<file path="config.mk">
export PLATFORM = sky130hd
export DESIGN_NAME = openfire_prefetch_flat
export DESIGN_NICKNAME = d
export VERILOG_FILES = /design/src/rtl/openfire_fetch_pkg.sv /design/src/rtl/openfire_prefetch_if.sv /design/src/rtl/openfire_fetch_queue.sv /design/src/rtl/openfire_prefetch.sv /design/src/flat_wrapper.sv
export SDC_FILE = /design/constraint.sdc
export NUM_CORES = 1
export LEC_CHECK = 0
export ABC_AREA = 1
export CORE_MARGIN = 2
export CORE_UTILIZATION = 40
export DETAILED_ROUTE_END_ITERATION = 10
export PLACE_DENSITY = 0.63
export SLEW_MARGIN = 20
export SYNTH_ARGS = -nofsm -noshare
export SYNTH_HDL_FRONTEND = slang
export SYNTH_HIERARCHICAL = 1
export SYNTH_SLANG_ARGS = --single-unit
</file>
<file path="constraint.sdc">
create_clock -name clock -period 2.6 [get_ports clock]
set_input_delay 0.78 -clock clock [delete_from_list [all_inputs] [get_ports clock]]
set_output_delay 0.78 -clock clock [all_outputs]
set_load 0.05 [all_outputs]
</file>
<file path="src/rtl/openfire_fetch_pkg.sv">
// rtl/openfire_fetch_pkg.sv - shared constants and state encoding for the openfire fetch stage
package openfire_fetch_pkg;

  localparam logic [31:0] NOP = 32'h8000_0000;

  typedef enum logic [1:0] {
    FETCH   = 2'd0,
    WAIT    = 2'd1,
    DISCARD = 2'd2
  } fetch_state_e;

  // Queue entry is {pc, instruction}
  function automatic int entry_w(input int a_space);
    return a_space + 2 + 32;
  endfunction

endpackage

</file>
<file path="src/rtl/openfire_prefetch_if.sv">
// rtl/openfire_prefetch_if.sv - instruction memory req/ack port
interface openfire_prefetch_if #(
  parameter int A_SPACE = 16
) ();

  logic                 imem_req;
  logic [A_SPACE+1:0]   imem_addr;
  logic                 imem_ack;
  logic [31:0]          imem_data;

  modport master (
    output imem_req,
    output imem_addr,
    input  imem_ack,
    input  imem_data
  );

  modport slave (
    input  imem_req,
    input  imem_addr,
    output imem_ack,
    output imem_data
  );

endinterface

</file>
<file path="src/rtl/openfire_fetch_queue.sv">
// rtl/openfire_fetch_queue.sv - circular prefetch FIFO, clear has priority over push
module openfire_fetch_queue #(
  parameter int WIDTH = 50,
  parameter int DEPTH = 2
) (
  input  logic             clock,
  input  logic             reset,
  input  logic             push,
  input  logic             pop,
  input  logic             clear,
  input  logic [WIDTH-1:0] din,
  output logic             full,
  output logic             empty,
  output logic [WIDTH-1:0] head
);

  localparam int AW = (DEPTH > 1) ? $clog2(DEPTH) : 1;
  localparam logic [AW:0]   FULL_CNT = (AW+1)'(DEPTH);
  localparam logic [AW:0]   CNT_ONE  = (AW+1)'(1);
  localparam logic [AW-1:0] PTR_ONE  = AW'(1);

  logic [WIDTH-1:0] mem_q [DEPTH];
  logic [WIDTH-1:0] mem_d [DEPTH];
  logic [AW-1:0]    wr_q, wr_d, rd_q, rd_d;
  logic [AW:0]      cnt_q, cnt_d;
  logic             do_push, do_pop;

  always_comb begin
    full    = (cnt_q == FULL_CNT);
    empty   = (cnt_q == '0);
    head    = mem_q[rd_q];
    do_pop  = pop && !empty && !clear;
    do_push = push && (!full || do_pop) && !clear;
    mem_d   = mem_q;
    wr_d    = wr_q;
    rd_d    = rd_q;
    cnt_d   = cnt_q;
    if (clear) begin
      wr_d  = '0;
      rd_d  = '0;
      cnt_d = '0;
    end else begin
      if (do_push) begin
        mem_d[wr_q] = din;
        wr_d        = wr_q + PTR_ONE;
      end
      if (do_pop) begin
        rd_d = rd_q + PTR_ONE;
      end
      case ({do_push, do_pop})
        2'b10:   cnt_d = cnt_q + CNT_ONE;
        2'b01:   cnt_d = cnt_q - CNT_ONE;
        default: cnt_d = cnt_q;
      endcase
    end
  end

  always_ff @(posedge clock) begin
    if (reset) begin
      for (int i = 0; i < DEPTH; i++) begin
        mem_q[i] <= '0;
      end
      wr_q  <= '0;
      rd_q  <= '0;
      cnt_q <= '0;
    end else begin
      mem_q <= mem_d;
      wr_q  <= wr_d;
      rd_q  <= rd_d;
      cnt_q <= cnt_d;
    end
  end

endmodule

</file>
<file path="src/rtl/openfire_prefetch.sv">
// rtl/openfire_prefetch.sv - instruction prefetch stage feeding decode
// FETCH_ALIGN_CHECK_EN adds the fetch_misalign output for unaligned branch targets.
module openfire_prefetch
  import openfire_fetch_pkg::*;
#(
  parameter int                 A_SPACE  = 16,
  parameter logic [A_SPACE+1:0] RESET_PC = '0,
  parameter int                 QDEPTH   = 2
) (
  input  logic                 clock,
  input  logic                 reset,
  input  logic                 stall,
  input  logic                 branch_taken,
  input  logic [A_SPACE+1:0]   branch_target,
  openfire_prefetch_if.master  imem,
  output logic [A_SPACE+1:0]   pc_decode,
  output logic [31:0]          instruction,
  output logic                 instr_valid
`ifdef FETCH_ALIGN_CHECK_EN
  ,
  output logic                 fetch_misalign
`endif
);

  localparam int PCW = A_SPACE + 2;
  localparam int EW  = entry_w(A_SPACE);
  localparam logic [PCW-1:0] ALIGN_MASK = {{(PCW-2){1'b1}}, 2'b00};
  localparam logic [PCW-1:0] PC_STEP    = PCW'(4);

  fetch_state_e   state_q, state_d;
  logic [PCW-1:0] fetch_pc_q, fetch_pc_d;
  logic [PCW-1:0] pc_decode_q, pc_decode_d;
  logic [31:0]    instruction_q, instruction_d;
  logic           instr_valid_q, instr_valid_d;
  logic [PCW-1:0] target;
  logic           q_push, q_pop, q_full, q_empty;
  logic           can_issue, ack_take, req;
  logic [EW-1:0]  q_head;

  openfire_fetch_queue #(
    .WIDTH (EW),
    .DEPTH (QDEPTH)
  ) u_queue (
    .clock (clock),
    .reset (reset),
    .push  (q_push),
    .pop   (q_pop),
    .clear (branch_taken),
    .din   ({fetch_pc_q, imem.imem_data}),
    .full  (q_full),
    .empty (q_empty),
    .head  (q_head)
  );

  always_comb begin
    target    = branch_target & ALIGN_MASK;
    q_pop     = !stall && !q_empty && !branch_taken;
    // A slot freed by this cycle's pop may be claimed by the new request
    can_issue = !q_full || q_pop;
    ack_take  = (state_q == WAIT) && imem.imem_ack && !branch_taken;
    q_push    = ack_take;
    req       = (state_q == FETCH) && can_issue && !branch_taken && !reset;

    state_d    = state_q;
    fetch_pc_d = fetch_pc_q;
    case (state_q)
      FETCH:   if (req) state_d = WAIT;
      WAIT:    if (ack_take) begin
                 fetch_pc_d = fetch_pc_q + PC_STEP;
                 state_d    = FETCH;
               end
      DISCARD: if (imem.imem_ack) state_d = FETCH;
      default: state_d = FETCH;
    endcase
    if (branch_taken) begin
      fetch_pc_d = target;
      state_d    = (state_q != FETCH && !imem.imem_ack) ? DISCARD : FETCH;
    end

    pc_decode_d   = pc_decode_q;
    instruction_d = instruction_q;
    instr_valid_d = instr_valid_q;
    if (!stall) begin
      if (branch_taken) begin
        pc_decode_d   = target;
        instruction_d = NOP;
        instr_valid_d = 1'b0;
      end else if (!q_empty) begin
        pc_decode_d   = q_head[EW-1:32];
        instruction_d = q_head[31:0];
        instr_valid_d = 1'b1;
      end else begin
        instruction_d = NOP;
        instr_valid_d = 1'b0;
      end
    end
  end

  always_ff @(posedge clock) begin
    if (reset) begin
      state_q       <= FETCH;
      fetch_pc_q    <= RESET_PC;
      pc_decode_q   <= RESET_PC;
      instruction_q <= NOP;
      instr_valid_q <= 1'b0;
    end else begin
      state_q       <= state_d;
      fetch_pc_q    <= fetch_pc_d;
      pc_decode_q   <= pc_decode_d;
      instruction_q <= instruction_d;
      instr_valid_q <= instr_valid_d;
    end
  end

  assign imem.imem_req  = req;
  assign imem.imem_addr = fetch_pc_q;
  assign pc_decode      = pc_decode_q;
  assign instruction    = instruction_q;
  assign instr_valid    = instr_valid_q;

`ifdef FETCH_ALIGN_CHECK_EN
  logic fetch_misalign_q, fetch_misalign_d;

  always_comb begin
    fetch_misalign_d = branch_taken && (branch_target[1:0] != 2'b00);
  end

  always_ff @(posedge clock) begin
    if (reset) fetch_misalign_q <= 1'b0;
    else       fetch_misalign_q <= fetch_misalign_d;
  end

  assign fetch_misalign = fetch_misalign_q;
`endif

endmodule

</file>
<file path="src/flat_wrapper.sv">
// flat-port wrapper written by rule: the top's interface ports become plain ports
module openfire_prefetch_flat import openfire_fetch_pkg::*;
#(
  parameter int                 A_SPACE  = 16,
  parameter logic [A_SPACE+1:0] RESET_PC = '0,
  parameter int                 QDEPTH   = 2
)
  (clock, reset, stall, branch_taken, branch_target, pc_decode, instruction, instr_valid, imem_imem_req, imem_imem_addr, imem_imem_ack, imem_imem_data);
  openfire_prefetch_if #(.A_SPACE(A_SPACE)) imem_i ();
  input  logic clock;
  input  logic reset;
  input  logic stall;
  input  logic branch_taken;
  input  logic [A_SPACE+1:0] branch_target;
  output logic [A_SPACE+1:0] pc_decode;
  output logic [31:0] instruction;
  output logic instr_valid;
  output wire logic [$bits(imem_i.imem_req)-1:0] imem_imem_req;
  output wire logic [$bits(imem_i.imem_addr)-1:0] imem_imem_addr;
  input wire logic [$bits(imem_i.imem_ack)-1:0] imem_imem_ack;
  input wire logic [$bits(imem_i.imem_data)-1:0] imem_imem_data;
  assign imem_imem_req = imem_i.imem_req;
  assign imem_imem_addr = imem_i.imem_addr;
  assign imem_i.imem_ack = imem_imem_ack;
  assign imem_i.imem_data = imem_imem_data;
  openfire_prefetch #(.A_SPACE(A_SPACE), .RESET_PC(RESET_PC), .QDEPTH(QDEPTH)) u_core (.clock(clock), .reset(reset), .stall(stall), .branch_taken(branch_taken), .branch_target(branch_target), .imem(imem_i), .pc_decode(pc_decode), .instruction(instruction), .instr_valid(instr_valid));
endmodule
</file>
Word level (Yosys, flattened, before mapping)
Index checks and enable logic that the tools add are counted.
- output and inout port bits: 70
- register bits after elaboration: 175
- input port bits: 55
- mux-type cells: 22
- $add $sub $neg: 5
- bitwise gates (word level): 4
- equal/unequal tests: 9
- magnitude comparators: 3
- reduce and logical (&&, ||, !) cells: 33
- operators with widths (operator ; count):
    $mux W50 ; 4
    $bwmux W100 ; 1
    $mux W18 ; 5
    $mux W32 ; 2
    $demux W50 S1 ; 1
    $add A18 B3 Y18 const B ; 1
    $logic_and A1 B1 Y1 ; 13
    $mux W2 ; 5
    $ne A3 B3 Y1 const B ; 3
    $reduce_and A2 Y1 ; 4
    $reduce_bool A2 Y1 ; 4
    $eq A2 B2 Y1 const B ; 3
    $logic_not A1 Y1 ; 6
    $pmux W2 S3 ; 1
    $eq A2 B1 Y1 const B ; 2
    $ge A2 B2 Y1 const B ; 2
    $logic_not A2 Y1 ; 2
    $not A1 Y2 ; 2
    $pmux W2 S2 ; 1
    $reduce_and A3 Y1 ; 1
    $add A1 B1 Y1 const B ; 2
    $add A2 B1 Y2 const B ; 1
    $logic_or A1 B1 Y1 ; 2
    $lt A2 B1 Y1 const B ; 1
    other kinds (5) ; 7

Longest topological paths before layout
- depth after elaboration: 11
- mapped depth: 16

Modules after synthesis
Netlist, hierarchy kept.
- by module, submodules not included (module ; cells an instance ; area each (µm²) ; times used):
    openfire_fetch_queue ; 950 ; 5729.2 ; 1
    openfire_prefetch ; 414 ; 2949.1 ; 1

Least setup slack after synthesis
No wires, ideal clock.
- kind: input port to flip-flop
- start: in imem_imem_ack
- end: reg u_core.u_queue.cnt_q[1]
- path buffers: 2
- path slack: 0.093 ns
- cell stages on the path: 12
- data required time: 2.485 ns
- data arrival time: 2.392 ns
- cells stage by stage: nand3_1 -> nor2_2 -> inv_1 -> nor2_4 -> buf_4 -> buf_4 -> nand2_1 -> ha_1 -> nor2_1 -> nand3_1 -> nand2_1 -> nor2_1
- cells in the longest elaborated chain, start to end: 6
- ends and longest elaborated chain (what ; line ; RTL):
    from (decl) ; flat_wrapper.sv:20 ; input wire logic [$bits(imem_i.imem_ack)-1:0] imem_imem_ack;
    $logic_and A1 B1 Y1 * (2 in a row) ; openfire_prefetch.sv:60 ; ack_take = (state_q == WAIT) && imem.imem_ack && !branch_taken;
    via u_core.ack_take ; openfire_prefetch.sv:37 ; logic can_issue, ack_take, req;
    $logic_and A1 B1 Y1 * (2 in a row) ; openfire_fetch_queue.sv:33 ; do_push = push && (!full || do_pop) && !clear;
    $eq A2 B1 Y1 or $eq A2 B2 Y1 (tied branches) ; openfire_fetch_queue.sv:50 ; case ({do_push, do_pop})
    $pmux W2 S2 or $reduce_bool A2 Y1 (tied branches) ; -- ;
    to (signal assigned) ; openfire_fetch_queue.sv:70 ; cnt_q <= cnt_d;
    to (decl) ; openfire_fetch_queue.sv:25 ; logic [AW:0] cnt_q, cnt_d;
The timed path passes the listed nets; every way through them passes the cells marked *.
A chain may end at the register's enable or synchronous reset.

Final worst setup path
- start: reg u_core.fetch_pc_q[15] (netlist: u_core/imem.imem_addr[15])
- end: out imem_imem_addr[15]
- RTL lines (what ; line ; RTL):
    from (decl) ; openfire_prefetch.sv:31 ; logic [PCW-1:0] fetch_pc_q, fetch_pc_d;
    from (signal assigned) ; openfire_prefetch.sv:108 ; fetch_pc_q <= fetch_pc_d;
    to (decl) ; flat_wrapper.sv:19 ; output wire logic [$bits(imem_i.imem_addr)-1:0] imem_imem_addr;
No word-level cell between the ends.

==> flow_summary.yaml <==
clock_network:
  cts_buffers: 17
  cts-root-buf: "clkbuf_16"
  clock_sinks: 173
  cts.clk_slew.worst_paths_ns: 0.07
  ctsHoldBuffers: 0
  cts_tree: "done"
  htreeDepth: 4
  cts_setup_buffers: 0
  cts_buffer_depth: 2
  clock_latency_ns: 0.44
die:
  core_area_um2: 21200
  die_area_um2: 22900
  num_io_pins: 125
  die_y_um: 151
  die_w_um: 151
  row_count: 53
  start_util_pct: 41.0
yosys:
  ys_seq_elements: 173
  synthMostInstantiatedCell: "nand2_1"
  synth_common_cells: "394 x nand2_1, 282 x inv_1, 173 x dfxtp_1, 121 x nor2_1, 103 x nand4_1"
  avgSynthCellArea_um2: 6.36
  ys_top_cells_by_area: "dfxtp_1 40%, nand2_1 17%, inv_1 12%, nand4_1 7.4%, nor2_1 5.2%"
  synthCells: 1364
  ys_warn_count: 6
  async_reset_ff_share_pct: 0
  ys.flop_type: "dfxtp_1"
  synth_edf_count: 0
  yosys.area.top_type: "dfxtp_1"
  synth-seq-area-share_pct: 39.9
  ys_types: 32
  synth_top_area_share_pct: 39.9
  synthesis.area_um2: 8680
detailed_routing:
  drc: 0
  first_iter_violations: 496
  drt_first_pass_iters: 5
  avgRoutedWirePerCell_um: 13.1
  via_per_inst: 4.76
  postRouteAntennaNets: 0
  wl_um: 22800
  vias: 8325
global_routing:
  grt_pass1_vias: 7594
  grt_pass1_wl_um: 37600
  antenna_found_initial: 0
  grt-ovfl-total: 0
  grt_max_degree: 61
  track_usage_pct: 20.9
worst_hold_path:
  hp-class: "flop to flop"
cells_and_area:
  fin_nets: 1517
  syn_to_final_growth_pct: 24.9
  instances_no_fill: 1748
  fill_cells: 2158
  drive_above_1_share_pct: 6.59
  antenna_cells: 0
pwr:
  power_mw: 6.11
  worst_ir_drop_vdd_mv: 0.430
  cellLeakagePower_nw: 4.63
  powerDensity_nw_per_um2: 564
timing:
  final.setup_skew_ns: 0.0121
  post-route-min-period_ns: 2.55
  setup_viol: 0
  worstMarginPinSlew_ns: 0.652
  finalHoldViolCount: 0
  fin_crit_sh_pct: 98.1
  fin_ws_ns: 0.0502
  relSlewSlack_pct: 56.5
  max_freq_mhz: 392
  final-max-slew-violation-count: 0
  rsz0062_at_grt: "false"
setup_path:
  critPathTopFamily: "buffers and inverters"
  endpoint_kind: "primary output"
  crit_arrival_ns: 1.77
  crit_chain: "clkdlybuf4s50_1"
  max_stage_delay_ns: 0.86
  slowest_stage: "clkdlybuf4s50_1"
  crit_buf_inv: 1
  crit_type: "flop to primary output"
  r2r_slack_ns: 0.68
  cp.required_ns: 1.82
  worstSetupStartpointType: "flop"
  crit_fanout: 6
placement:
  place_congestion: 0.858
  portBuffers: 120
  place_hpwl_um: 14700
  pre_cts_slack_ns: -0.146
  dp.cells: 1716
run:
  cap_violations: 0
outcome:
  status: "completed"
## sequential cells by signal, indices dropped and copies added (netlist names)
| register | flops |
|---|---|
| u_core/state_q | 2 |
| u_core/u_queue/wr_q | 1 |
| u_core/u_queue/rd_q | 1 |
| u_core/pc_decode | 18 |
| u_core/u_queue/cnt_q | 2 |
| u_core/instruction | 32 |
| u_core/instr_valid | 1 |
| u_core/imem.imem_addr | 16 |
| u_core/u_queue/mem_q | 100 |
## through the flow
stage          hold slack [ns]  utilization [%]  area [µm²]  TNS [ns]
5_1_grt                  0.491             51.2       10800         0
2_1_floorplan            0.486                -        8690         0
6_report                 0.463             51.2       10800         0
3_3_place_gp             0.450             48.2       10200     -2.68
4_1_cts                  0.467             51.2       10800         0
3_5_place_dp             0.456             48.2       10200     -4.88
## logic make-up after synthesis
| group | after synthesis | synth area share, % |
|---|---|---|
| flip-flops | 173 | 39.9 |
| adder cells (fa/ha/maj) | 2 | 0.288 |
| AND/OR/NAND/NOR | 649 | 31.8 |
| AO/OA/AOI/OAI | 161 | 9.83 |
| XOR/XNOR | 3 | 0.303 |
| other | 1 | 0.0432 |
| buffers and inverters | 375 | 17.8 |
## cells in the final DEF, fill, tap and decap left out, drive strengths merged
cell	count
a31oi	20
buf	46
nor3	2
bufinv	5
nand4	103
o22ai	1
inv	289
clkdlybuf4s50	114
clkinvlp	1
o21a	2
o211ai	1
clkbuf	18
nor4	1
dfxtp	173
o21bai	1
or2	1
nor2	126
conb	4
dlygate4sd2	1
ha	2
o21ai	82
nand3	21
dlymetal6s2s	2
a21oi	54
xor2	3
nand2	395
clkinv	5
## power by group
group / leakage (nW) / switching (mW) / total (mW) / internal, mW
registers: 1.40 / 0.0343 / 2.73 / 2.69
clock network: 0.315 / 1.11 / 2.82 / 1.71
logic: 2.92 / 0.351 / 0.564 / 0.214
## per-layer routing
layer  global-route usage [%]  vias up  wire length [µm]
met4                     6.78        0               289
met1                     28.3     3754             10700
li1                         -     4369                 -
met2                     34.0      182             10800
met3                     3.13       20              1060
met5                        0        -                 0
## cell type report
cell class	instances	area, µm²	share of cell area, %
Tap cell	275	344	3.18
Clock inverter	14	213	1.96
Inverter	286	1070	9.92
Sequential cell	173	3470	32.0
Clock buffer	18	429	3.96
Timing Repair Buffer	163	1620	14.9
Multi-Input combinational cell	819	3690	34.0
## worst paths after layout
| path | depth (start not counted) | startpoint | endpoint |
|---|---|---|---|
| hold / removal | 2 | u_core/instruction[21] | u_core/instruction[21] |
| setup reg to reg | 13 | u_core/u_queue/cnt_q[1] | u_core/u_queue/cnt_q[1] |
| hold reg to reg | 2 | u_core/instruction[21] | u_core/instruction[21] |
| setup / recovery | 1 | u_core/imem.imem_addr[15] | imem_imem_addr[15] |
## repair_timing
| action | CTS | global route |
|---|---|---|
| endpoints found under the setup margin | 1 | 3 |
| pin swaps | 0 | 0 |
| gates resized for setup | 1 | 4 |
| endpoints found under the hold margin | 0 | 0 |
Power figures use the tool's default switching activity.
